--- config.mk ---
export PLATFORM = sky130hd
export DESIGN_NAME = mem_arbiter
export DESIGN_NICKNAME = d
export VERILOG_FILES = /design/src/rtl/mem_arbiter.sv
export SDC_FILE = /design/constraint.sdc
export NUM_CORES = 1
export LEC_CHECK = 0
export CAP_MARGIN = 25
export CORE_UTILIZATION = 39
export DETAILED_ROUTE_END_ITERATION = 6
export GPL_TIMING_DRIVEN = 0
export PLACE_DENSITY = 0.69
export SYNTH_ARGS = -nofsm -noshare
export SYNTH_HDL_FRONTEND = slang
export SYNTH_SLANG_ARGS = --single-unit
--- constraint.sdc ---
create_clock -name clk -period 7.6 [get_ports clk]
set_input_delay 2.28 -clock clk [delete_from_list [all_inputs] [get_ports clk]]
set_output_delay 2.28 -clock clk [all_outputs]
set_load 0.1 [all_outputs]
--- src/rtl/mem_arbiter.sv ---
// mem_arbiter: shares the single memory request port between the instruction-fetch
// requester (i_*) and the data load/store requester (d_*).
// Optional build macro: MEM_ARB_ROUND_ROBIN_EN. When defined, a tie goes to the port
// that was not granted last; when undefined, the data port always wins a tie.
//
// Handshake (all ports): a start pulse is accepted only in a cycle where the matching
// ready is 1, and the request fields are sampled in that same cycle. Completion is a
// one-cycle valid pulse, and ready rises again the cycle after it. Toward memory,
// mem_start is a one-cycle pulse issued only after mem_ready was seen at 1, and
// mem_addr/mem_wen/mem_wdata stay stable from mem_start until mem_data_valid.
module mem_arbiter #(
    parameter int ADDR_WIDTH = 32,
    parameter int DATA_WIDTH = 32
) (
    input  logic                  clk,
    input  logic                  rst,
    // instruction-fetch requester
    input  logic                  i_start,
    output logic                  i_ready,
    input  logic [ADDR_WIDTH-1:0] i_addr,
    output logic [DATA_WIDTH-1:0] i_data,
    output logic                  i_data_valid,
    // data requester
    input  logic                  d_start,
    output logic                  d_ready,
    input  logic [ADDR_WIDTH-1:0] d_addr,
    input  logic                  d_wen,
    input  logic [DATA_WIDTH-1:0] d_wdata,
    output logic [DATA_WIDTH-1:0] d_data,
    output logic                  d_data_valid,
    // memory
    output logic                  mem_start,
    input  logic                  mem_ready,
    output logic [ADDR_WIDTH-1:0] mem_addr,
    output logic                  mem_wen,
    output logic [DATA_WIDTH-1:0] mem_wdata,
    input  logic [DATA_WIDTH-1:0] mem_data,
    input  logic                  mem_data_valid,
    // debug: 0 = IDLE, 1 = WAIT (a memory access is in service)
    output logic                  dbg_state_o
);

    typedef enum logic {
        ST_IDLE = 1'b0,
        ST_WAIT = 1'b1
    } state_t;

    typedef enum logic {
        GNT_FETCH = 1'b0,
        GNT_DATA  = 1'b1
    } grant_t;

    state_t                state_q, state_d;
    grant_t                grant_q, grant_d;

    logic                  i_pend_q, i_pend_d;
    logic [ADDR_WIDTH-1:0] i_addr_q, i_addr_d;
    logic                  d_pend_q, d_pend_d;
    logic [ADDR_WIDTH-1:0] d_addr_q, d_addr_d;
    logic                  d_wen_q, d_wen_d;
    logic [DATA_WIDTH-1:0] d_wdata_q, d_wdata_d;

    logic                  mem_start_q, mem_start_d;
    logic [ADDR_WIDTH-1:0] mem_addr_q, mem_addr_d;
    logic                  mem_wen_q, mem_wen_d;
    logic [DATA_WIDTH-1:0] mem_wdata_q, mem_wdata_d;

    logic                  i_ready_q, i_ready_d;
    logic                  d_ready_q, d_ready_d;

    logic                  i_accept;
    logic                  d_accept;
    logic                  pick_data;

    // State, latched requests, memory request fields and ready flags.
    always_ff @(posedge clk or posedge rst) begin
        if (rst) begin
            state_q     <= ST_IDLE;
            grant_q     <= GNT_FETCH;
            i_pend_q    <= 1'b0;
            i_addr_q    <= '0;
            d_pend_q    <= 1'b0;
            d_addr_q    <= '0;
            d_wen_q     <= 1'b0;
            d_wdata_q   <= '0;
            mem_start_q <= 1'b0;
            mem_addr_q  <= '0;
            mem_wen_q   <= 1'b0;
            mem_wdata_q <= '0;
            i_ready_q   <= 1'b1;
            d_ready_q   <= 1'b1;
        end else begin
            state_q     <= state_d;
            grant_q     <= grant_d;
            i_pend_q    <= i_pend_d;
            i_addr_q    <= i_addr_d;
            d_pend_q    <= d_pend_d;
            d_addr_q    <= d_addr_d;
            d_wen_q     <= d_wen_d;
            d_wdata_q   <= d_wdata_d;
            mem_start_q <= mem_start_d;
            mem_addr_q  <= mem_addr_d;
            mem_wen_q   <= mem_wen_d;
            mem_wdata_q <= mem_wdata_d;
            i_ready_q   <= i_ready_d;
            d_ready_q   <= d_ready_d;
        end
    end

    // Accept requests, arbitrate in IDLE, wait for completion in WAIT.
    always_comb begin
        state_d     = state_q;
        grant_d     = grant_q;
        i_pend_d    = i_pend_q;
        i_addr_d    = i_addr_q;
        d_pend_d    = d_pend_q;
        d_addr_d    = d_addr_q;
        d_wen_d     = d_wen_q;
        d_wdata_d   = d_wdata_q;
        mem_start_d = 1'b0;
        mem_addr_d  = mem_addr_q;
        mem_wen_d   = mem_wen_q;
        mem_wdata_d = mem_wdata_q;
        pick_data   = 1'b0;

        // A start arriving this cycle counts as pending right away, so the
        // earliest mem_start is the cycle right after the start is accepted.
        i_accept = i_start & i_ready_q;
        d_accept = d_start & d_ready_q;
        if (i_accept) begin
            i_pend_d = 1'b1;
            i_addr_d = i_addr;
        end
        if (d_accept) begin
            d_pend_d  = 1'b1;
            d_addr_d  = d_addr;
            d_wen_d   = d_wen;
            d_wdata_d = d_wdata;
        end

        case (state_q)
            ST_IDLE: begin
                if ((i_pend_d | d_pend_d) & mem_ready) begin
`ifdef MEM_ARB_ROUND_ROBIN_EN
                    if (i_pend_d & d_pend_d) begin
                        pick_data = (grant_q == GNT_FETCH);
                    end else begin
                        pick_data = d_pend_d;
                    end
`else
                    pick_data = d_pend_d;
`endif
                    state_d     = ST_WAIT;
                    mem_start_d = 1'b1;
                    if (pick_data) begin
                        grant_d     = GNT_DATA;
                        d_pend_d    = 1'b0;
                        mem_addr_d  = d_addr_d;
                        mem_wen_d   = d_wen_d;
                        mem_wdata_d = d_wdata_d;
                    end else begin
                        // Fetch never writes memory.
                        grant_d     = GNT_FETCH;
                        i_pend_d    = 1'b0;
                        mem_addr_d  = i_addr_d;
                        mem_wen_d   = 1'b0;
                        mem_wdata_d = '0;
                    end
                end
            end
            ST_WAIT: begin
                if (mem_data_valid) begin
                    state_d = ST_IDLE;
                end
            end
            default: begin
                state_d = ST_IDLE;
            end
        endcase

        // A port is ready only with nothing pending and nothing in service.
        i_ready_d = ~i_pend_d & ~((state_d == ST_WAIT) & (grant_d == GNT_FETCH));
        d_ready_d = ~d_pend_d & ~((state_d == ST_WAIT) & (grant_d == GNT_DATA));
    end

    // Responses go straight through to the granted port with no added latency;
    // a valid seen outside WAIT belongs to nobody and is dropped.
    assign i_data       = mem_data;
    assign d_data       = mem_data;
    assign i_data_valid = mem_data_valid & (state_q == ST_WAIT) & (grant_q == GNT_FETCH);
    assign d_data_valid = mem_data_valid & (state_q == ST_WAIT) & (grant_q == GNT_DATA);

    assign i_ready      = i_ready_q;
    assign d_ready      = d_ready_q;
    assign mem_start    = mem_start_q;
    assign mem_addr     = mem_addr_q;
    assign mem_wen      = mem_wen_q;
    assign mem_wdata    = mem_wdata_q;
    assign dbg_state_o  = (state_q == ST_WAIT);

endmodule

==> results.ini, run 1 <==
[logic_synthesis]
yosysSeqAreaShare_pct = 50.82
synth_cell_types = 28
synthTopCellsByArea = dfrtp_1 50%, mux2_2 8.7%, mux2_4 6.0%
synth_area_um2 = 8327
syn_nets = 806
synth_warnings = 0
synth_cells = 671
synth.avg_cell_area_um2 = 12.41
synth_top_cell_by_area = dfrtp_1
synth_top_area_share_pct = 50.19
synth_seq_cells = 169

[worst_setup_path]
crit_path_cell_trace = clkdlybuf4s50_1 -> nand2_1 -> nor2_1 -> clkdlybuf4s50_1
critPathMaxStageDelay_ns = 1.14
crit_type = in -> out
crit_fanout = 3
worst-path-stages = 4
path_buf_inv = 2
cpMostUsedCell = clkdlybuf4s50_1
worstPathArrival_ns = 4.10
end_kind = output pin
r2r_cells = 6
crit_slowest_cell = clkdlybuf4s50_1
cp_data_required_time_ns = 5.32
cpLargestDelayFamily = buffers and inverters
cp-start-kind = input port

[placed_design]
pre_cts_slack_ns = 1.217
place_area_um2 = 11070
port_buffers = 236
dp.cells = 1183
place.gp.congestion = 0.7667
hpwl_um = 17160

[timing]
tightest_slew_ns = 1.067
finalClockSkew_ns = 0.01336
fmax_mhz = 156.8
setup_tns_ns = 0
hold_viol_final = 0
fin_hold_ws_ns = 0.4936
period_needed_ns = 6.379
maxSlewViolCount = 0
post-route-period-util_pct = 83.94
finalSetupViolCount = 0
layout_setup_ws_ns = 1.221
relSlewSlack_pct = 28.65
rsz0062_at_grt = no

[routing]
vias = 6597
ant_nets = 0
wl_per_cell_um = 19.69
wirelength_um = 23930
vias_per_cell = 5.430
drtIter0Drc = 398
route.detailed.drc = 0
drtPass1Iterations = 5

[layout]
final_cell_mix = 236 x clkdlybuf4s50_1, 167 x dfrtp_1, 65 x buf_4, 64 x o211ai_1, 64 x mux2_2
diodes = 0
num-nets-final = 1062
drive_gt1_share_pct = 24.15
finalNonFillerCells = 1215
final_util_pct = 55.72
final_area_um2 = 11680
syn_to_final_growth_pct = 40.23
final_common_cell = clkdlybuf4s50_1

[grt]
grt_max_degree = 102
grt_pass1_wl_um = 36920
antenna_found_initial = 0
grt_pass1_vias = 6613
use_met3_pct = 4.969
use_met1_pct = 28.92
grt.overflow.total = 0
grt_util_all_layers_pct = 22.23
gr-usage-met2_pct = 36.10
top_usage_layer = met2

[cts]
holdBufCountCts = 0
clock-root-buffer = clkbuf_16
clk_pin_slew_ns = 0.07
numCtsBuffers = 17
htree_levels = 4
cts.sink_count = 169
cts_resized = 0
clk_path_buf_depth = 2
insertion_delay_ns = 0.43
cts_tree = done
cts_setup_buffers = 0

[outcome]
status = completed

[die]
die_area_um2 = 21940
io_pins = 270
die_y_um = 148.1
die_w_um = 148.1
rows = 53
core_area_um2 = 20960
initial_utilization_pct = 39.74

[hold_path]
holdPathStages = 1
hold_path_class = reg -> reg

[pwr]
power_density_nw_per_um2 = 494.5
p_leak_nw = 4.705
p_total_mw = 5.774
peakVddDrop_mv = 0.3238

[job]
drv_cap = 0

==> flip-flops by register name (all words and copies together) (netlist names) <==
register     flops
mem_wdata       32
d_pend_q         1
d_wdata_q       32
d_addr_q        32
mem_addr        32
dbg_state_o      1
mem_start        1
d_ready          1
d_wen_q          1
i_pend_q         1
mem_wen          1
i_ready          1
i_addr_q        32
grant_q          1
==> cell type report <==
class | instances | area [um2]
Fill cell | 1824 | 9279
Clock buffer | 17 | 425.4
Clock inverter | 15 | 182.7
Buffer | 125 | 809.5
Sequential cell | 169 | 4232
Timing Repair Buffer | 237 | 2390
Inverter | 3 | 18.77
Tap cell | 275 | 344.1
Multi-Input combinational cell | 374 | 3274
==> worst paths after layout <==
path	startpoint	to	slack [ns]
setup / recovery	mem_data_valid	i_data_valid	1.22
hold / removal	mem_wen	mem_wen	0.49
setup reg to reg	d_ready	mem_addr[7]	5.49
hold reg to reg	mem_wen	mem_wen	0.49
max in group asynchronous	rst	d_addr_q[13]	4.43
min in group asynchronous	rst	d_wdata_q[24]	2.29
==> layer usage <==
| layer | vias to the layer above | wire length (um) | share of wire [%] |
|---|---|---|---|
| met2 | 256 | 11660 | 49 |
| met4 | 0 | 546 | 2.3 |
| met3 | 33 | 1620 | 6.8 |
| met5 | - | 0 | 0 |
| li1 | 3009 | - | - |
| met1 | 3299 | 10110 | 42 |
==> where the power goes <==
group	internal, mW	leakage (nW)	total, mW	switching, mW
combinational	1.06	2.41	3.31	2.25
sequential	1.35	2.00	1.58	0.239
clock	0.471	0.290	0.884	0.413
total	2.87	4.70	5.77	2.90
==> cells in the mapped netlist <==
cell,n
dfrtp_1,167
buf_4,65
mux2_2,64
o211ai_1,64
nand2_1,35
a32o_1,33
clkbuf_1,33
mux2_4,33
nand2b_1,33
a221oi_1,32
nand3b_1,32
o2111ai_1,32
buf_2,17
buf_6,10
inv_1,3
nor2_1,3
a21oi_1,2
dfstp_2,2
o21ai_0,2
a21boi_1,1
a21o_1,1
a31oi_1,1
and2_1,1
and2_4,1
and3_1,1
nor2b_1,1
o21a_1,1
o31ai_4,1
==> worst register-to-register path, cell delays in order (launching register included) <==
cell and delay (ns):
dfstp_2 0.52, buf_2 0.21, a21o_1 0.25, buf_4 0.24, clkbuf_1 0.47, a221oi_1 0.13, o211ai_1 0.22
==> cell families (layout without fill, tap and decap cells) <==
| family | Yosys count | after routing | synth area share [%] |
|---|---|---|---|
| buffers and inverters | 128 | 397 | 9.857 |
| muxes | 97 | 97 | 14.61 |
| DFF | 169 | 169 | 50.82 |
| AOI/OAI and AO/OA | 170 | 170 | 17.31 |
| and+or+nand+nor | 107 | 107 | 7.408 |
Note: power is estimated with default switching activity, not from simulation.
==> inputs of run 2 (changes only) <==
--- a/config.mk
+++ b/config.mk
@@ -9,7 +9,7 @@
 export CORE_UTILIZATION = 39
 export DETAILED_ROUTE_END_ITERATION = 6
 export GPL_TIMING_DRIVEN = 0
-export PLACE_DENSITY = 0.69
+export PLACE_DENSITY = 0.72
 export SYNTH_ARGS = -nofsm -noshare
 export SYNTH_HDL_FRONTEND = slang
 export SYNTH_SLANG_ARGS = --single-unit
==> constraint.sdc (replaced) <==
create_clock -name clk -period 5.8 [get_ports clk]
set_input_delay 1.74 -clock clk [delete_from_list [all_inputs] [get_ports clk]]
set_output_delay 1.74 -clock clk [all_outputs]
set_load 0.1 [all_outputs]
==> run 2 against run 1 <==
  * Cell count rose by 0.25%
  * Flip-flop and latch count stayed put
  * Total power is 30% higher
  * Final area is essentially flat
  * Via count down 0.41%
  * Clock-buffer cell count unchanged
  * Sequential power is 32% higher
  * Combinational power rose by 31%
  * Critical path type unchanged
  * Largest cell class unchanged
==> results.ini, run 2 (synthesis results as in run 1) <==
[grt]
grt_pass1_wl_um = 37240
grt_pass1_vias = 6602
antenna_found_initial = 0
grt_util_all_layers_pct = 22.26
grt.overflow.total = 0
grt_max_degree = 41

[cts]
clk_path_buf_depth = 2
cts.sink_count = 169
clock-root-buffer = clkbuf_16
cts_resized = 0
cts_tree = done
numCtsBuffers = 17
clk_pin_slew_ns = 0.07
htree_levels = 4
insertion_delay_ns = 0.43
holdBufCountCts = 0
cts_setup_buffers = 0

[hold_path]
hold_end = mem_wdata[5]
min_from = mem_wdata[5]
hold_path_class = reg -> reg
holdPathStages = 1

[timing]
post-route-period-util_pct = 91.56
fmax_mhz = 188.3
maxSlewViolCount = 0
fin_hold_ws_ns = 0.4901
relSlewSlack_pct = 29.03
rsz0062_at_grt = no
finalSetupViolCount = 0
period_needed_ns = 5.311
hold_viol_final = 0
setup_tns_ns = 0
finalClockSkew_ns = 0.007646
tightest_slew_ns = 1.061

[worst_setup_path]
r2r_cells = 6
r2r-end = mem_addr[3]
critPathMaxStageDelay_ns = 1.13
rrSetupSlack_ns = 3.72
cp_data_required_time_ns = 4.06
crit_type = in -> out
end_kind = output pin
cpMostUsedCell = clkdlybuf4s50_1
crit_path_cell_trace = clkdlybuf4s50_1 -> and3_1 -> clkdlybuf4s50_1
crit_slowest_cell = clkdlybuf4s50_1
crit_fanout = 3
cp-start-kind = input port
worstPathArrival_ns = 3.57
reg2reg_from = d_ready

[pwr]
peakVddDrop_mv = 0.4511
power_density_nw_per_um2 = 643.5
p_leak_nw = 4.707

[die]
initial_utilization_pct = 39.74
io_pins = 270
core_area_um2 = 20960
rows = 53
die_area_um2 = 21940
die_y_um = 148.1
die_w_um = 148.1

[routing]
drtIter0Drc = 305
vias_per_cell = 5.394
routed.top_layer = met4
ant_nets = 0
vias = 6570
met3WireLength_um = 1491
route.detailed.drc = 0
drtPass1Iterations = 4
wl_per_cell_um = 19.60
wirelength_um = 23870
met1_length_um = 10410
met2_wirelength_um = 11490

[placed_design]
port_buffers = 236
place.gp.congestion = 0.7557
dp.cells = 1186
hpwl_um = 17520

[layout]
final_cell_mix = 236 x clkdlybuf4s50_1, 167 x dfrtp_1, 65 x buf_4, 64 x o211ai_1, 64 x mux2_2
diodes = 0
syn_to_final_growth_pct = 40.24
num-nets-final = 1065
final_common_cell = clkdlybuf4s50_1
finalNonFillerCells = 1218
drive_gt1_share_pct = 24.39

[outcome]
status = completed

[job]
drv_cap = 0

## run 2: final cells by class
type                    count  area [um2]
plain buffers             125       809.5
clock buffers              17       425.4
clock inverters            15       135.1
fillers                  1786        9278
inverters                   3       15.01
multi-input cells         374        3274
flip-flops and latches    169        4232
well taps                 275       344.1
repair buffers            240        2442
## run 2: critical path, delay by kind of cell
family	cells	cell delay, ns
buf+inv	2	1.66
simple gates	1	0.17
## run 2: how the worst max path moves through the flow
stage / start / to / slack, ns
after floorplan: mem_data_valid / i_data_valid / 0.99
after global placement: rst / d_addr_q[3] / 0.40
after detailed placement: mem_data_valid / d_data_valid / 0.50
after CTS: mem_data_valid / d_data_valid / 0.50
after global routing: mem_data_valid / i_data_valid / 0.45
final: mem_data_valid / d_data_valid / 0.49
## run 2: power breakdown
part           leakage (nW)  switching [mW]  internal (mW)
clock network         0.272           0.522          0.566
registers              2.00           0.318           1.76
logic                  2.43            2.95           1.39
total                  4.71            3.79           3.72
## run 2: layer usage
metal | vias to the layer above | global-route usage, %
li1 | 3007 | -
met1 | 3275 | 29.72
met2 | 260 | 35.80
met3 | 28 | 4.663
met4 | 0 | 7.835
met5 | - | 0
## run 2: through the flow
stage	power [mW]	worst slack [ns]	cell area, um2	util [%]
floorplan	5.336	0.9900	8330	-
global placement	6.371	0.4038	11040	52.67
detailed placement	6.451	0.5029	11120	53.05
CTS	7.550	0.4976	11680	55.73
global route	7.873	0.4454	11680	55.73
finish	7.514	0.4893	11680	55.73
